### config.mk
export PLATFORM = sky130hd
export DESIGN_NAME = orao_vram_line_prefetch
export DESIGN_NICKNAME = d
export VERILOG_FILES = /design/src/rtl/orao_vram_line_prefetch.sv
export SDC_FILE = /design/constraint.sdc
export NUM_CORES = 1
export LEC_CHECK = 0
export CORE_ASPECT_RATIO = 2
export CORE_MARGIN = 3
export CORE_UTILIZATION = 25
export DETAILED_ROUTE_END_ITERATION = 8
export PLACE_DENSITY = 0.35
export SYNTH_ARGS = -nofsm -noshare
export SYNTH_HDL_FRONTEND = slang
export SYNTH_SLANG_ARGS = --single-unit
### constraint.sdc
create_clock -name clk_pixel -period 3.4 [get_ports clk_pixel]
set_input_delay 0.51 -clock clk_pixel [delete_from_list [all_inputs] [get_ports clk_pixel]]
set_output_delay 0.51 -clock clk_pixel [all_outputs]
set_load 0.05 [all_outputs]
### src/rtl/orao_vram_line_prefetch.sv
`default_nettype none
// ============================================================================
// Module   : orao_vram_line_prefetch
// Purpose  : Two-bank 32-byte line buffer feeding the Orao graphics display
//            from shared system RAM via a req/ack read port.
// Revision : 1.0  initial release
// ============================================================================
module orao_vram_line_prefetch #(
    parameter logic [15:0] BASE_ADDR     = 16'h6000,
    parameter logic [7:0]  UNDERRUN_BYTE = 8'hAA
) (
    input  logic        clk_pixel,
    input  logic        rst_n,
    input  logic [12:0] dispAddr,
    output logic [7:0]  dispData,
    output logic        mem_req,
    output logic [15:0] mem_addr,
    input  logic        mem_ack,
    input  logic [7:0]  mem_rdata,
    output logic        underrun,
    input  logic        underrun_clr
);

    typedef enum logic [1:0] {
        S_IDLE  = 2'd0,
        S_FETCH = 2'd1,
        S_GAP   = 2'd2,
        S_NEXT  = 2'd3
    } state_t;

    state_t      r_state;
    logic [7:0]  r_bank0 [32];
    logic [7:0]  r_bank1 [32];
    logic [1:0]  r_tag_v;
    logic [7:0]  r_tag_line [2];
    logic        r_last_v;
    logic [7:0]  r_last_line;
    logic [7:0]  r_tgt;
    logic [4:0]  r_cnt;
    logic        r_abort;
    logic        r_l0v;
    logic [7:0]  r_l0;
    logic        r_l1v;
    logic [7:0]  r_l1;
    logic [7:0]  r_disp;
    logic        r_req;
    logic [15:0] r_addr;
    logic        r_underrun;

    logic [7:0]  w_line;
    logic [4:0]  w_byte;
    logic [7:0]  w_line_n;
    logic        w_trig;
    logic        w_fin;
    logic        w_hit;
    logic        w_res_l;
    logic        w_res_n;
    logic [7:0]  w_rd;
    logic        w_l0v;
    logic [7:0]  w_l0;
    logic        w_l1v;
    logic [7:0]  w_l1;

    assign w_line   = dispAddr[12:5];
    assign w_byte   = dispAddr[4:0];
    assign w_line_n = w_line + 8'd1;
    assign w_trig   = !r_last_v || (w_line != r_last_line);
    assign w_fin    = (r_state == S_FETCH) && mem_ack && (r_cnt == 5'd31);
    assign w_hit    = r_tag_v[w_line[0]] && (r_tag_line[w_line[0]] == w_line);
    assign w_rd     = w_line[0] ? r_bank1[w_byte] : r_bank0[w_byte];

    // Residency seen by a new target list counts a line completing this very edge.
    assign w_res_l  = w_hit || (w_fin && (r_tgt == w_line));
    assign w_res_n  = (r_tag_v[w_line_n[0]] && (r_tag_line[w_line_n[0]] == w_line_n)) ||
                      (w_fin && (r_tgt == w_line_n));

    always_comb begin
        w_l0v = r_l0v;
        w_l0  = r_l0;
        w_l1v = r_l1v;
        w_l1  = r_l1;
        if (w_trig) begin
            if (!w_res_l) begin
                w_l0v = 1'b1;
                w_l0  = w_line;
                w_l1v = !w_res_n;
                w_l1  = w_line_n;
            end else begin
                w_l0v = !w_res_n;
                w_l0  = w_line_n;
                w_l1v = 1'b0;
                w_l1  = w_line_n;
            end
        end
    end

    always_ff @(posedge clk_pixel or negedge rst_n) begin
        if (!rst_n) begin
            r_state       <= S_IDLE;
            r_tag_v       <= 2'b00;
            r_tag_line[0] <= 8'd0;
            r_tag_line[1] <= 8'd0;
            r_last_v      <= 1'b0;
            r_last_line   <= 8'd0;
            r_tgt         <= 8'd0;
            r_cnt         <= 5'd0;
            r_abort       <= 1'b0;
            r_l0v         <= 1'b0;
            r_l0          <= 8'd0;
            r_l1v         <= 1'b0;
            r_l1          <= 8'd0;
            r_disp        <= 8'd0;
            r_req         <= 1'b0;
            r_addr        <= 16'd0;
            r_underrun    <= 1'b0;
        end else begin
            if (w_trig) begin
                r_last_v    <= 1'b1;
                r_last_line <= w_line;
            end
            r_disp <= w_hit ? w_rd : UNDERRUN_BYTE;
            if (!w_hit) begin
                r_underrun <= 1'b1;
            end else if (underrun_clr) begin
                r_underrun <= 1'b0;
            end
            r_l0v <= w_l0v;
            r_l0  <= w_l0;
            r_l1v <= w_l1v;
            r_l1  <= w_l1;

            case (r_state)
                S_IDLE, S_NEXT: begin
                    if (w_l0v) begin
                        r_tgt              <= w_l0;
                        r_cnt              <= 5'd0;
                        r_abort            <= 1'b0;
                        r_tag_v[w_l0[0]]   <= 1'b0;
                        r_req              <= 1'b1;
                        r_addr             <= BASE_ADDR + {3'b000, w_l0, 5'd0};
                        r_l0v              <= w_l1v;
                        r_l0               <= w_l1;
                        r_l1v              <= 1'b0;
                        r_state            <= S_FETCH;
                    end else begin
                        r_state <= S_IDLE;
                    end
                end
                S_FETCH: begin
                    if (mem_ack) begin
                        r_req   <= 1'b0;
                        r_cnt   <= r_cnt + 5'd1;
                        r_abort <= 1'b0;
                        if (r_cnt == 5'd31) begin
                            r_tag_v[r_tgt[0]]    <= 1'b1;
                            r_tag_line[r_tgt[0]] <= r_tgt;
                            r_state              <= S_NEXT;
                        end else if (r_abort || w_trig) begin
                            r_state <= S_NEXT;
                        end else begin
                            r_state <= S_GAP;
                        end
                    end else if (w_trig) begin
                        // The outstanding byte must still be accepted before abandoning the line.
                        r_abort <= 1'b1;
                    end
                end
                S_GAP: begin
                    if (w_trig) begin
                        r_state <= S_NEXT;
                    end else begin
                        r_req   <= 1'b1;
                        r_addr  <= BASE_ADDR + {3'b000, r_tgt, r_cnt};
                        r_state <= S_FETCH;
                    end
                end
                default: r_state <= S_IDLE;
            endcase
        end
    end

    always_ff @(posedge clk_pixel) begin
        if ((r_state == S_FETCH) && mem_ack) begin
            if (r_tgt[0]) begin
                r_bank1[r_cnt] <= mem_rdata;
            end else begin
                r_bank0[r_cnt] <= mem_rdata;
            end
        end
    end

    assign dispData = r_disp;
    assign mem_req  = r_req;
    assign mem_addr = r_addr;
    assign underrun = r_underrun;

endmodule
`default_nettype wire

==> reports/results.ini <==
[synthesis]
synthArstFlopShare_pct = 14.24
syn_area_mm2 = 0.02442
yosysSeqAreaShare_pct = 71.67
synth.avg_cell_area_um2 = 19.20
synth_cell_types = 65
yosys_warnings = 0
ys_ff_latch = 597
synth_cells = 1272
synth-main-ff-cell = edfxtp_1
syn_nets = 1305
synth_edf_count = 512

[die]
placeableCoreArea_mm2 = 0.09649
die_x_um = 227.0
die_area_mm2 = 0.1017
rows = 161
floorplan.initialDensity_pct = 25.31
die_h_um = 448.0
ios = 51

[detailed_routing]
wl_um = 74130
remaining_drc_errors = 0
drtIter0Drc = 707
via_per_inst = 4.464
vias = 12360
ant_nets = 0
wl_per_cell_um = 26.77
drt_first_pass_iters = 4

[finish]
nFillCells = 9355
layout_common_cells = 512 x edfxtp_1, 182 x buf_4, 168 x mux4_2
area_delta_synth_final_pct = 21.06
utilization_pct = 30.64
final_area_mm2 = 0.02956
fin_cells = 2769
drive_above_1_share_pct = 31.61
final_nets = 1533
final_common_cell = edfxtp_1
num_antenna_cells = 0

[cts]
clock-sinks = 597
numCtsBuffers = 57
h-tree-depth = 2
cts_tree = yes
clock_latency_ps = 650
clk_pin_slew_ps = 60
clk_path_buf_depth = 3
cts_root_buffer = clkbuf_16

[sta]
rsz0062_at_grt = false
setup_tns_ps = 0
setup_slack_ps = 139.5
finalSetupViolations = 0
slew_violations = 0
slew_headroom_pct = 23.78
hold_viol = 0
finClkSkew_ps = 37.63
hold_ws_ps = 237.1
fin_crit_sh_pct = 95.90
layout_min_cycle_time_ps = 3260
max_freq_ghz = 0.3067
worst_pin_slew_ps = 1143

[worst_hold_path]
hp-class = in -> reg
hp-start = dispAddr[5]

[critical_path]
reg2reg_from = r_cnt[1]
arrival_ps = 3790
cp_max_fo = 7
critPathRequiredTime_ps = 3930
worst_path_dominant_cell_family = simple AND/OR/NAND/NOR gates
cp-startpoint = r_cnt[1]
critPathMaxStageDelay_ps = 420
crit_chain = ha_1, and3_1, ha_1, and3_1, and3_1, nand4_1, buf_4, a21boi_2, buf_4, nor3_2, xnor2_1, a21oi_1, mux2_1
crit_buf_inv = 2
critPathSlowestCell = a21boi_2
path_common_cell = and3_1
worstSetupStartpointType = register
criticalPathCategory = reg -> reg
end_kind = register

[global_routing]
met2_usage_pct = 31.66
antenna_found_initial = 2
grt_usage_pct = 14.81
grt_pass1_wl_um = 104800
met1_usage_pct = 14.14
grt_max_degree = 54
overflow = 0
met3_usage_pct = 1.647
grt.busiest_layer = met2
grt_pass1_vias = 13600

[placed_design]
hpwl_um = 54270
dp_slack_ps = -221.2
gp_congestion = 0.7970
port-buffer-count = 49
place_inst = 2662
place_area_mm2 = 0.02769

[power_and_ir_drop]
power_density_mw_per_mm2 = 596.3
power_mw = 17.63
p_leak_nw = 9.964
peakVddDrop_mv = 0.3834

[flow_run]
cap_violations = 0

[outcome]
outcome = completed

report_power, final:
part / leakage (nW) / switching (mW) / internal, mW
registers: 5.64 / 0.168 / 8.25
logic: 3.42 / 1.64 / 1.10
clock network: 0.903 / 2.84 / 3.63
total: 9.96 / 4.65 / 13.0
cells by family (layout without fill, tap and decap cells):
logic type      count (synthesis)  count (layout)  share of synthesized area [%]
flops                         597             597                          71.67
simple gates                  227             227                          4.509
mux                           215             215                          17.48
buf+inv                       101             376                          1.896
compound gates                 73              73                          2.003
xor+xnor                       48              48                          1.957
fa+ha+maj                       9               9                         0.4509
other cells                     2               2                        0.03076
layout make-up:
type | count | area [µm²] | share of cell area, %
clock buffers | 67 | 1474 | 4.986
flip-flops and latches | 597 | 17500 | 59.21
multi-input cells | 574 | 6460 | 21.85
repair buffers | 247 | 2132 | 7.212
inverters | 23 | 86.33 | 0.2921
well taps | 1222 | 1529 | 5.172
clock inverters | 39 | 377.9 | 1.278
synth_stat cells, types with 3 or more instances:
cell | n | area [µm²]
o21ai_0 | 17 | 85.08
inv_1 | 23 | 86.33
o31a_1 | 3 | 26.28
xor2_1 | 12 | 105.1
nand2b_1 | 11 | 68.82
buf_4 | 6 | 45.04
ha_1 | 8 | 100.1
and2_1 | 4 | 25.02
nand2_1 | 44 | 165.2
or2_1 | 4 | 25.02
buf_6 | 5 | 56.30
mux4_2 | 168 | 3784
nor3_1 | 11 | 55.05
edfxtp_1 | 512 | 15370
nand4_1 | 6 | 37.54
mux2_1 | 5 | 56.30
and3_1 | 9 | 56.30
buf_2 | 19 | 95.09
buf_1 | 4 | 15.01
a21o_1 | 3 | 22.52
o21a_1 | 3 | 22.52
a21oi_1 | 15 | 75.07
nor2_1 | 92 | 345.3
a31oi_1 | 5 | 31.28
or3_1 | 3 | 18.77
mux2i_1 | 36 | 360.4
a22o_1 | 3 | 26.28
xnor2_1 | 32 | 280.3
nand3b_1 | 4 | 30.03
nand3_1 | 18 | 90.09
mux2_2 | 6 | 67.56
dfrtp_1 | 85 | 2127
o21ai_1 | 7 | 35.03
or2_2 | 6 | 37.54
clkbuf_1 | 44 | 165.2
sequential cells by signal (all words and copies together) (netlist names), 2 cells and up:
register,cells
r_bank0,256
r_bank1,256
r_tag_line,16
mem_addr,14
dispData,8
r_l0,8
r_l1,8
r_last_line,8
r_tgt,8
r_cnt,5
r_state,2
r_tag_v,2
repair_timing:
item,CTS,global route
hold buffers,1,0
buffers inserted,0,0
endpoints found under the hold margin,52,0
endpoints found under the setup margin,1,1
resized for setup,1,1
final timing paths:
path / cells after the start / slack (ps) / endpoint
max: 13 / 140 / r_tgt[5]
min: 2 / 240 / r_last_line[0]
max reg2reg: 13 / 140 / r_tgt[5]
min reg2reg: 2 / 480 / r_l1[0]
max in group asynchronous: 3 / 2200 / r_tag_line[12]
min in group asynchronous: 2 / 470 / mem_addr[4]
per-layer routing:
| metal | up-vias | part of all wire, % |
|---|---|---|
| met5 | - | 0.046 |
| met4 | 4 | 3.2 |
| met3 | 98 | 2.4 |
| met2 | 194 | 62 |
| met1 | 6557 | 33 |
| li1 | 5508 | - |
Note: power is estimated with default switching activity, not from simulation.
